<file path="src/rtl/parallel16_matrix_multiplier_pkg.sv">
// Shared constants for the 4x4 parallel matrix multiplier.
//   DATA_W_DEF : default unsigned operand element width
//   RES_W_DEF  : default unsigned result element width (>= 2*DATA_W+2)
//   N          : matrix dimension
package parallel16_matrix_multiplier_pkg;
   localparam int DATA_W_DEF = 3;
   localparam int RES_W_DEF  = 8;
   localparam int N          = 4;
endpackage

</file>
<file path="src/rtl/parallel16_matrix_multiplier_dot4.sv">
// Combinational 4-term unsigned dot product: sum = a0*b0 + a1*b1 + a2*b2 + a3*b3.
//   a0..a3, b0..b3 : DATA_W operand pairs
//   sum            : RES_W full-precision result
module parallel16_matrix_multiplier_dot4
   import parallel16_matrix_multiplier_pkg::*;
#(
   parameter int DATA_W = DATA_W_DEF,
   parameter int RES_W  = RES_W_DEF
) (
   input  logic [DATA_W-1:0] a0,
   input  logic [DATA_W-1:0] a1,
   input  logic [DATA_W-1:0] a2,
   input  logic [DATA_W-1:0] a3,
   input  logic [DATA_W-1:0] b0,
   input  logic [DATA_W-1:0] b1,
   input  logic [DATA_W-1:0] b2,
   input  logic [DATA_W-1:0] b3,
   output logic [RES_W-1:0]  sum
);

   // Operands are widened before multiplying so every product and the
   // running sum are carried at full result width.
   logic [RES_W-1:0] p0, p1, p2, p3;

   always_comb begin
      p0  = RES_W'(a0) * RES_W'(b0);
      p1  = RES_W'(a1) * RES_W'(b1);
      p2  = RES_W'(a2) * RES_W'(b2);
      p3  = RES_W'(a3) * RES_W'(b3);
      sum = (p0 + p1) + (p2 + p3);
   end

endmodule

</file>
<file path="src/rtl/parallel16_matrix_multiplier.sv">
// 4x4 unsigned matrix multiplier, one product per cycle, one cycle latency.
//   clk, rst_n          : clock, asynchronous active-low reset
//   in_valid            : qualifies a00..a33 / b00..b33 this cycle
//   a00..a33, b00..b33  : operand matrices (aRC = row R, column C)
//   out_valid           : res00..res33 carry a new product this cycle
//   res00..res33        : registered product matrix
module parallel16_matrix_multiplier
   import parallel16_matrix_multiplier_pkg::*;
#(
   parameter int DATA_W = DATA_W_DEF,
   parameter int RES_W  = RES_W_DEF
) (
   input  logic              clk,
   input  logic              rst_n,
   input  logic              in_valid,
   input  logic [DATA_W-1:0] a00, a01, a02, a03,
   input  logic [DATA_W-1:0] a10, a11, a12, a13,
   input  logic [DATA_W-1:0] a20, a21, a22, a23,
   input  logic [DATA_W-1:0] a30, a31, a32, a33,
   input  logic [DATA_W-1:0] b00, b01, b02, b03,
   input  logic [DATA_W-1:0] b10, b11, b12, b13,
   input  logic [DATA_W-1:0] b20, b21, b22, b23,
   input  logic [DATA_W-1:0] b30, b31, b32, b33,
   output logic              out_valid,
   output logic [RES_W-1:0]  res00, res01, res02, res03,
   output logic [RES_W-1:0]  res10, res11, res12, res13,
   output logic [RES_W-1:0]  res20, res21, res22, res23,
   output logic [RES_W-1:0]  res30, res31, res32, res33
);

   logic [DATA_W-1:0] a_m   [N][N];
   logic [DATA_W-1:0] b_m   [N][N];
   logic [RES_W-1:0]  dot_m [N][N];
   logic [RES_W-1:0]  res_q [N][N];

   assign a_m[0] = '{a00, a01, a02, a03};
   assign a_m[1] = '{a10, a11, a12, a13};
   assign a_m[2] = '{a20, a21, a22, a23};
   assign a_m[3] = '{a30, a31, a32, a33};
   assign b_m[0] = '{b00, b01, b02, b03};
   assign b_m[1] = '{b10, b11, b12, b13};
   assign b_m[2] = '{b20, b21, b22, b23};
   assign b_m[3] = '{b30, b31, b32, b33};

   // Result element (r,c) pairs row r of A with column c of B.
   for (genvar r = 0; r < N; r++) begin : g_row
      for (genvar c = 0; c < N; c++) begin : g_col
         parallel16_matrix_multiplier_dot4 #(
            .DATA_W (DATA_W),
            .RES_W  (RES_W)
         ) u_dot4 (
            .a0  (a_m[r][0]),
            .a1  (a_m[r][1]),
            .a2  (a_m[r][2]),
            .a3  (a_m[r][3]),
            .b0  (b_m[0][c]),
            .b1  (b_m[1][c]),
            .b2  (b_m[2][c]),
            .b3  (b_m[3][c]),
            .sum (dot_m[r][c])
         );
      end
   end

   always_ff @(posedge clk or negedge rst_n) begin
      if (!rst_n) begin
         out_valid <= 1'b0;
         res_q     <= '{default: '0};
      end else begin
         out_valid <= in_valid;
         if (in_valid) begin
            res_q <= dot_m;
         end
      end
   end

   assign res00 = res_q[0][0];
   assign res01 = res_q[0][1];
   assign res02 = res_q[0][2];
   assign res03 = res_q[0][3];
   assign res10 = res_q[1][0];
   assign res11 = res_q[1][1];
   assign res12 = res_q[1][2];
   assign res13 = res_q[1][3];
   assign res20 = res_q[2][0];
   assign res21 = res_q[2][1];
   assign res22 = res_q[2][2];
   assign res23 = res_q[2][3];
   assign res30 = res_q[3][0];
   assign res31 = res_q[3][1];
   assign res32 = res_q[3][2];
   assign res33 = res_q[3][3];

endmodule

</file>
<file path="config.mk">
export PLATFORM = sky130hd
export DESIGN_NAME = parallel16_matrix_multiplier
export DESIGN_NICKNAME = d
export VERILOG_FILES = /design/src/rtl/parallel16_matrix_multiplier_pkg.sv /design/src/rtl/parallel16_matrix_multiplier_dot4.sv /design/src/rtl/parallel16_matrix_multiplier.sv
export SDC_FILE = /design/constraint.sdc
export NUM_CORES = 1
export LEC_CHECK = 0
export ABC_CLOCK_PERIOD_IN_PS = 1200
export CAP_MARGIN = 10
export CORE_AREA = 2 2 233 235
export DETAILED_ROUTE_END_ITERATION = 10
export DIE_AREA = 0 0 235 237
export GPL_ROUTABILITY_DRIVEN = 0
export PLACE_DENSITY = 0.73
export SETUP_SLACK_MARGIN = 0.02
export SYNTH_ARGS = -nofsm -noshare
export SYNTH_HDL_FRONTEND = slang
export SYNTH_SLANG_ARGS = --single-unit
</file>
<file path="constraint.sdc">
create_clock -name clk -period 1.2 [get_ports clk]
set_clock_uncertainty 0.2 [all_clocks]
set_input_delay 0.18 -clock clk [delete_from_list [all_inputs] [get_ports clk]]
set_output_delay 0.18 -clock clk [all_outputs]
set_load 0.05 [all_outputs]
</file>
Word level (Yosys, flattened, before mapping)

Index checks and enable logic that the tools add are counted.

Register bits after elaboration: 129
Latch bits: 0
RAM bits: 0
Memory bits (read-only): 0
Input port bits: 99
Output and inout bits: 129
Word-level logic and storage cells: 129
Memories: 0

$add $sub $neg: 48
$mul: 64
Divide/modulo/power cells: 0
$lt $le $gt $ge: 0
Equal/unequal tests: 0
Shift operators: 0
Muxes and demuxes: 0
Bitwise gates (word level): 0
Reductions and logical operators: 0

Operators by type and width:

| cell                                        | number |
|---|---|
| 3-bit by 3-bit multiplier with 6-bit output | 64 |
| 6-bit by 6-bit adder with 7-bit output      | 32 |
| 8-bit adder                                 | 16 |

Logic depth before layout (Yosys ltp)

Gate-level depths: netlist (run 1).

Depth after elaboration: 3
Gate-level depth with buffers: 17
Depth with buffers taken out: 16

Modules after synthesis

From an unflattened synthesis (run 1), not the netlist that was laid out.

Cells, all modules: 2458
Area, all modules: 23857.9 µm²

Modules (own cells, without submodules):

| module                                                            | times used | cells an instance | area each (µm²) | sequential area each (µm²) |
|---|---|---|---|---|
| parallel16_matrix_multiplier_dot4 at g_row[0].g_col[0].u_dot4 ... | 8          | 138               | 1191.1          | 0.0 |
| parallel16_matrix_multiplier                                      | 1          | 271               | 4847.1          | 3228.1 |
| parallel16_matrix_multiplier_dot4 at g_row[2].g_col[1].u_dot4 ... | 4          | 135               | 1182.4          | 0.0 |
| parallel16_matrix_multiplier_dot4 at g_row[3].g_col[1].u_dot4 ... | 3          | 135               | 1186.1          | 0.0 |
| parallel16_matrix_multiplier_dot4 at g_row[2].g_col[0].u_dot4     | 1          | 138               | 1193.6          | 0.0 |

Least setup slack after synthesis (run 1)

Ideal clock, no wire load.

Path type: input -> register
From: in a23[0]
To: reg res_q, in the netlist res23[5]
Setup time: 125 ps
Data arrival time: 3998 ps
Data required time: 875 ps
Slack: -3123 ps
Cell stages on the path: 14
Buffers on the path: 1
Cell sequence: clkbuf_1 nand2_1 fa_1 fa_1 inv_1 fa_1 ha_1 fa_1 xor2_1 ha_1 and3_1 a221oi_2 xnor2_1 mux2_2

Word-level cells in the longest chain between the ends: 3

RTL lines:

| what                                        | line                                    | source |
|---|---|---|
| start, declared                             | parallel16_matrix_multiplier.sv:18      | `input logic [DATA_W-1:0] a20, a21, a22, a23,` |
| 3-bit by 3-bit multiplier with 6-bit output | parallel16_matrix_multiplier_dot4.sv:29 | `p3 = RES_W'(a3) * RES_W'(b3);` |
| 6-bit by 6-bit adder with 7-bit output      | parallel16_matrix_multiplier_dot4.sv:30 | `sum = (p0 + p1) + (p2 + p3);` |
| 8-bit adder                                 | parallel16_matrix_multiplier_dot4.sv:30 |  |
| end signal, assigned                        | parallel16_matrix_multiplier.sv:72      | `res_q <= dot_m;` |
| end, declared                               | parallel16_matrix_multiplier.sv:34      | `logic [RES_W-1:0] res_q [N][N];` |

Every way passes these cells.
A chain may end at the register's enable or synchronous reset.

Worst setup path after layout (run 1)

From: in b03[1]
To: reg res_q, in the netlist res03[5]

Word-level cells in the longest chain between the ends: 3

RTL lines:

| what                                        | line                                    | source |
|---|---|---|
| start, declared                             | parallel16_matrix_multiplier.sv:20      | `input logic [DATA_W-1:0] b00, b01, b02, b03,` |
| 3-bit by 3-bit multiplier with 6-bit output | parallel16_matrix_multiplier_dot4.sv:26 | `p0 = RES_W'(a0) * RES_W'(b0);` |
| 6-bit by 6-bit adder with 7-bit output      | parallel16_matrix_multiplier_dot4.sv:30 |  |
| 8-bit adder                                 | parallel16_matrix_multiplier_dot4.sv:30 |  |

Every way passes these cells.

==> impl_summary.md, run 1 <==
Synthesis
For this run, the leading register cell type out of synthesis is dfrtp_1. Synthesis inferred 129 register bits. Sequential elements use 12.3% of the synthesized area. In the synthesized netlist, the number of instances is 2891.

The number of enable flip-flop cells after synthesis is 0. The number of distinct library cells after synthesis is 49. The count of synthesis-stage warnings from yosys is 0. After synthesis, the mean cell area works out to 9.11 um2. The net count after synthesis is 3758. Of all flip-flops after synthesis, the portion carrying an async set or reset was 100%.

The area of the mapped netlist is 0.0263 mm2.

Place
The number of I/O port buffers is 227. Once placement completed, the tool counted placed cells totaling 4195. Once detailed placement completed, the half-perimeter wirelength came to 76100 um.

Die
The initial standard-cell utilization of the core is 49.4%. The count of pins on the block boundary is 228. The die covers 0.0557 mm2. Row generation in the floorplan step produced 85 rows. The die is 235 um wide. The die height is 237 um. The core region area is 0.0533 mm2.

Final layout
The final net count is 4621. The ratio of cells with drive above 1 in the final layout is 55.2%. The final core area utilization is 84.1%. The area added between synthesis and finish is 70.2%. Fill cells in the final layout number 2309.

The number of standard cells in the final layout excluding fillers is 4463.

Timing
The worst hold slack across all endpoints is -0.0141 ns. The total count of hold-check failures in the final report is 2. The number of max-slew violations in the final report is 0. Setup violations remaining at the end of the flow were counted as 257.

Based on the critical path, the design can be clocked at up to 0.236 GHz. The transition at the pin with the smallest max-transition slack is 0.570 ns. The final clock period utilization by the worst path is 353%. The worst pin sits at a relative slew slack of 62.0%. For the finished layout, the period the worst path requires is 4.23 ns.

The slack of the critical path is -3.03 ns. Setup repair after global routing could not meet its margin everywhere.

Routing
The first detailed-routing pass took 8 iterations. In the routed layout, each cell is associated on average with a via count of 5.98. The detailed router's first-iteration violation count is 2171.

The final layout contains routed wiring with a total length of 121000 um. The wire length per cell is 27.1 um. After detailed routing, the number of remaining DRC violations is 0. The via count is 26700.

The count of antenna-violating nets left after detailed routing is 0.

Run status
The final reports fail on hold timing, setup timing. The flow ran to the end, but the final reports show violations.

Clocking
TritonCTS built the clock tree. The maximum buffer depth of the clock tree is 2. The root cell of the clock tree is clkbuf_16. Buffers inserted to repair hold after CTS numbered 2. After clock tree synthesis, the clock-pin slew on the worst setup and hold paths is 0.07 ns. The TritonCTS buffer count is 17. The count of H-tree levels built during CTS is 4. The tree built by TritonCTS fans out to 129 sinks. The clock reaches the later pin of the worst-skew pair after 0.45 ns.

Worst setup path
The start point of the critical path is b03[1]. STA classifies the critical path endpoint as a flop. STA classifies the critical path startpoint as an input port. The startpoint identified for the worst register-to-register timing path is res22[6].

The arrival time reported for the critical path endpoint is 4.35 ns. The worst endpoint required time is 1.32 ns. Of all nets on the critical path, the largest fanout is 6. The startpoint-to-endpoint class of the critical path is in -> reg.

Power
The leakage power is 21.6 nW. The worst-case vdd ir drop is 2.79 mV. The total power per unit cell area is 2150 mW/mm2. The overall power of the completed layout is 96.3 mW.

Global route
The initial antenna violation count is 1. The pin count of the biggest net entering global routing is 31. Global routing finished with a remaining overflow of 0. The via count of the first global-routing pass is 28600. The total routing resource utilization after global routing is 37.5%. The first global-routing pass estimated 160000 um of wire.

Worst hold path
The beginning of the worst hold path is in_valid. The classification of the worst-slack hold path is in -> reg.

Flow run
The number of max-cap violations is 0.
kinds of logic (layout without fill, tap and decap cells):
| family | Yosys count | after routing | share of synthesized area (%) |
|---|---|---|---|
| adders and majority gates | 768 | 768 | 45.2 |
| buffers and inverters | 663 | 1538 | 9.54 |
| DFF | 129 | 129 | 12.3 |
| muxes | 59 | 59 | 2.50 |
| xor gates and xnor gates | 99 | 99 | 3.29 |
| other | 0 | 1 | 0 |
| AOI/OAI and AO/OA | 384 | 384 | 10.0 |
| and+or+nand+nor | 789 | 789 | 17.2 |
final timing paths:
check,endpoint,slack (ns),cells after the start
worst max-delay path,res03[5],-3.03,16
worst min-delay path,res13[0],-0.01,3
worst max register to register,res22[6],-0.28,5
worst min register to register,res10[1],0.38,2
max in group asynchronous,res10[4],0.26,3
min in group asynchronous,res33[7],0.01,2
sequential cells by signal (all words and copies together), names as in the netlist, 8 cells and up:
| register | count |
|---|---|
| res00 | 8 |
| res01 | 8 |
| res02 | 8 |
| res03 | 8 |
| res10 | 8 |
| res11 | 8 |
| res12 | 8 |
| res13 | 8 |
| res20 | 8 |
| res21 | 8 |
| res22 | 8 |
| res23 | 8 |
| res30 | 8 |
| res31 | 8 |
| res32 | 8 |
| res33 | 8 |
layout make-up:
type	instances	area [um2]	share of cell area, %
timing repair buffer	967	10500	23.4
antenna	1	2.50	0.00558
multi-input combinational	2099	27500	61.4
sequential	129	3280	7.32
clock buffer	19	443	0.988
tap	696	871	1.94
clock inverter	12	184	0.410
inverter	540	2030	4.54
power breakdown:
| group | switching [mW] | internal (mW) |
|---|---|---|
| combinational | 39.4 | 41.6 |
| sequential | 2.92 | 6.45 |
| clock | 2.33 | 3.53 |
| total | 44.6 | 51.6 |
repair_timing:
item                                     CTS  global route
endpoints found under the setup margin   257           257
setup buffers                            185            91
pin swaps                                522           403
gates resized for setup                 1097           397
gates cloned                               5             1
hold endpoints to repair                 132             2
layout by cell type, fill, tap and decap left out, types with 41 or more instances in the layout:
cell type  count
buf_4        463
inv_1        447
ha_4         298
buf_6        287
fa_1         263
and2_4       250
and2_1       230
ha_1         163
buf_12       159
a21o_1       110
nand2_1       93
inv_2         90
dfrtp_1       88
mux2_4        51
nand2_2       45
fa_2          41
dfrtp_2       41
cell usage after synthesis (all sizes together), types with 5 or more instances:
cell type | count | share of area (%)
xor2 | 33 | 1.1
nor2 | 12 | 0.17
o21ai | 52 | 0.99
o22ai | 13 | 0.31
a31oi | 5 | 0.12
nand3 | 10 | 0.19
ha | 464 | 22
inv | 540 | 7.7
fa | 304 | 23
a21o | 115 | 3.3
nor3b | 12 | 0.34
o31ai | 23 | 0.66
and2 | 480 | 11
a31o | 8 | 0.27
or4 | 7 | 0.20
nand2 | 151 | 2.2
a211o | 5 | 0.17
a22oi | 8 | 0.23
nand4 | 11 | 0.26
mux2 | 55 | 2.4
clkbuf | 104 | 1.5
and4 | 7 | 0.27
nor2b | 46 | 1.1
xnor2 | 66 | 2.2
a21oi | 73 | 1.4
dfrtp | 129 | 12
nor3 | 32 | 0.61
o21a | 36 | 1.0
o2bb2ai | 16 | 0.53
o311ai | 9 | 0.30
buf | 19 | 0.36
or3 | 14 | 0.33
routing by layer:
| layer | global-route usage, % | wire, um | vias up |
|---|---|---|---|
| met5 | 0 | 0 | - |
| met4 | 28.7 | 13500 | 0 |
| met3 | 6.42 | 9360 | 771 |
| met2 | 65.6 | 57900 | 1753 |
| met1 | 40.7 | 40100 | 13200 |
| li1 | - | - | 11000 |
through the flow:
| stage | setup TNS (ns) | worst slack (ns) | area (um2) |
|---|---|---|---|
| after floorplan | -261.20 | -2.94 | 30800 |
| after global placement | -373.37 | -3.88 | 37900 |
| after detailed placement | -378.32 | -3.92 | 37900 |
| after CTS | -290.01 | -2.89 | 43000 |
| after global routing | -303.04 | -3.07 | 44800 |
| final | -296.24 | -3.03 | 44800 |
worst max-delay path, cell delays in order:
cell and delay, ns:
buf_8 0.11, buf_8 0.14, and2_4 0.14, fa_1 0.63, inv_2 0.07, fa_1 0.50, fa_1 0.53, inv_2 0.08
ha_4 0.17, fa_2 0.39, xor2_4 0.20, ha_4 0.23, buf_6 0.12, nor2b_1 0.17, or4_4 0.43, a31o_1 0.25
No activity file was read; power rests on OpenSTA's default activity.
==> inputs of run 2 (changes only) <==
--- a/config.mk
+++ b/config.mk
@@ -8,6 +8,7 @@
 export ABC_CLOCK_PERIOD_IN_PS = 1200
 export CAP_MARGIN = 10
 export CORE_AREA = 2 2 233 235
+export CTS_BUF_LIST = sky130_fd_sc_hd__clkbuf_8 sky130_fd_sc_hd__clkbuf_16
 export DETAILED_ROUTE_END_ITERATION = 10
 export DIE_AREA = 0 0 235 237
 export GPL_ROUTABILITY_DRIVEN = 0
==> run 2 against run 1 <==
Routed wire length about the same. Cell count stayed put. Power is 0.11% higher. Worst setup slack better by 0.00079 ns. Highest routed layer unchanged. Sequential share of layout area is the same. Register-to-register slack hardly changed. Utilization did not move. Sequential cell count did not move. The flow still finishes with violations (hold timing, setup timing). Global-route usage unchanged.
==> impl_summary.md, run 2 (same netlist as run 1, synthesis figures left out) <==
Routing
The detailed-router iteration count before antenna repair is 6. The via-per-instance ratio is 5.98. The wire length per cell is 27.1 um. The post-detailed-route DRC marker count is 0. The via count is 26700. Wires add up to 121000 um. The detailed router's first-iteration violation count is 2257. The count of antenna-violating nets left after detailed routing is 0.

Place
The post-placement cell area is 0.0379 mm2. The placement-stage worst setup slack is -3.92 ns. The half-perimeter wire length after detailed placement is 76100 um. The count of placed standard cells including taps is 4195. The number of I/O port buffers is 227.

Die
For this configuration, the core starts out at a cell density of 49.4%. The die is 235 um wide. Row generation in the floorplan step produced 85 rows.

The core region area is 0.0533 mm2. The total die area is 0.0557 mm2. In this run the count of I/O pins placed on the die edge is 228. The die is 237 um tall.

Timing
The final clock period utilization by the worst path is 352%. Across all hold checks on the routed design, the worst slack comes to -0.0138 ns. The tightest slew margin relative to the limit is 61.2%. The final period demand of the worst path is 4.23 ns. Setup violations remaining at the end of the flow were counted as 257. The maximum clock frequency is 0.236 GHz.

Setup total negative slack on the finished layout was measured at -296.40 ns. The total count of hold-check failures in the final report is 2. The transition at the pin with the smallest max-transition slack is 0.582 ns. Setup repair after global routing could not meet its margin everywhere. The number of max-slew violations in the final report came to 0. Setup slack on the critical path of the routed design comes to -3.03 ns.

Power
The overall power of the completed layout is 96.4 mW. The total power per unit cell area is 2150 mW/mm2. The analysis attributes to cell leakage a power of 21.6 nW. The worst-case IR drop observed on VDD is 2.79 mV.

Global route
The via count of the first global-routing pass is 28600. The first global-routing pass estimated 160000 um of wire. The pin count of the biggest net entering global routing is 31. The total routing resource utilization after global routing is 37.5%. The initial antenna violation count is 1. Global routing finished with a remaining overflow of 0.

Final layout
The final net count is 4621. The top cell types in the final layout, fill and taps aside, are 463 x buf_4, 448 x inv_1, 298 x ha_4. Summing all flip-flop and latch instances after layout gives 0.00328 mm2. For this run, the share of the core covered by cells in the final layout is 84.1%. The ratio of cells with drive above 1 in the final layout is 55.2%. The most common library cell in the layout ignoring fill and taps is buf_4. The area of all placed cells without fillers is 0.0448 mm2.

The number of standard cells in the final layout excluding fillers is 4463. The area added between synthesis and finish is 70.2%. The area of the multi-input gates is 0.0275 mm2. The number of inserted filler cells in the final layout is 2309.

Clocking
The worst-skew pair later-pin latency is 0.45 ns. The root cell of the clock tree is clkbuf_16. The number of clock buffers added by TritonCTS is 17.

The number of buffers inserted by hold repair at cts is 2. TritonCTS built the clock tree. The longest clock path from root to sink contains 2 buffers. The count of H-tree levels built during CTS is 4.

The number of clock sinks seen by CTS is 129. After clock tree synthesis, the clock-pin slew on the worst setup and hold paths is 0.07 ns.

Worst setup path
The signal on the critical path passes through buf_8 > buf_8 > and2_4 > fa_1 > inv_2 > fa_1 > fa_1 > inv_2 > ha_4 > fa_2 > xor2_4 > ha_4 > buf_6 > nor2b_1 > or4_4 > a31o_1. The worst endpoint required time is 1.32 ns. For the worst setup path, the data arrival time is 4.35 ns.

For this run, the slowest stage of the critical path takes 0.62 ns. The startpoint class of the critical path is an input port. STA classifies the critical path endpoint as a flop. The slowest stage of the critical path is the fa_1 cell. The setup path with the least slack is of type in -> reg. The dominant cell type by count on the critical path is fa_1. Along the worst path, the maximum fanout reaches 6.

Run status
The flow ran to the end, but the final reports show violations. The checks that failed: hold timing, setup timing.

Worst hold path
The classification of the worst-slack hold path is in -> reg.

Flow run
The number of max-cap violations is 0.
-- run 2: final timing paths --
kind	from	end	slack [ns]	depth (start not counted)
min in group asynchronous	rst_n	res33[7]	0.01	2
max in group asynchronous	rst_n	res10[4]	0.27	3
worst min-delay path	in_valid	res13[0]	-0.01	3
worst max register to register	res22[6]	res22[6]	-0.28	5
worst max-delay path	b03[1]	res03[5]	-3.03	16
worst min register to register	res10[1]	res10[1]	0.37	2
-- run 2: area by class of cell --
cell class / instances / area share, %
multi-input cells: 2099 / 61.4
repair buffers: 967 / 23.4
flip-flops and latches: 129 / 7.32
inverters: 540 / 4.54
well taps: 696 / 1.94
clock buffers: 18 / 0.980
clock inverters: 13 / 0.419
diodes: 1 / 0.00558
-- run 2: repair_timing --
| action | 4_1_cts | 5_1_grt |
|---|---|---|
| buffers inserted | 185 | 91 |
| gates cloned | 5 | 1 |
| pin swaps | 522 | 403 |
| setup endpoints to repair | 257 | 257 |
| endpoints found under the hold margin | 132 | 2 |
| gates resized for setup | 1097 | 397 |
-- run 2: layer usage --
metal,part of all wire (%),GRT usage [%],up-vias
li1,-,-,11000
met1,33,40.7,13300
met2,48,65.6,1708
met3,7.8,6.42,742
met4,11,28.7,0
met5,0,0,-
-- run 2: power by group --
| group | internal (mW) | switching, mW |
|---|---|---|
| logic | 41.6 | 39.5 |
| registers | 6.45 | 2.93 |
| clock network | 3.53 | 2.34 |
| total | 51.6 | 44.7 |
-- run 2: worst max-delay path, delay by kind of cell --
| family | cells | cell delay (ns) |
|---|---|---|
| and+or+nand+nor | 3 | 0.74 |
| buffers and inverters | 5 | 0.52 |
| AOI/OAI and AO/OA | 1 | 0.25 |
| xor gates and xnor gates | 1 | 0.20 |
| adders and majority gates | 6 | 2.44 |
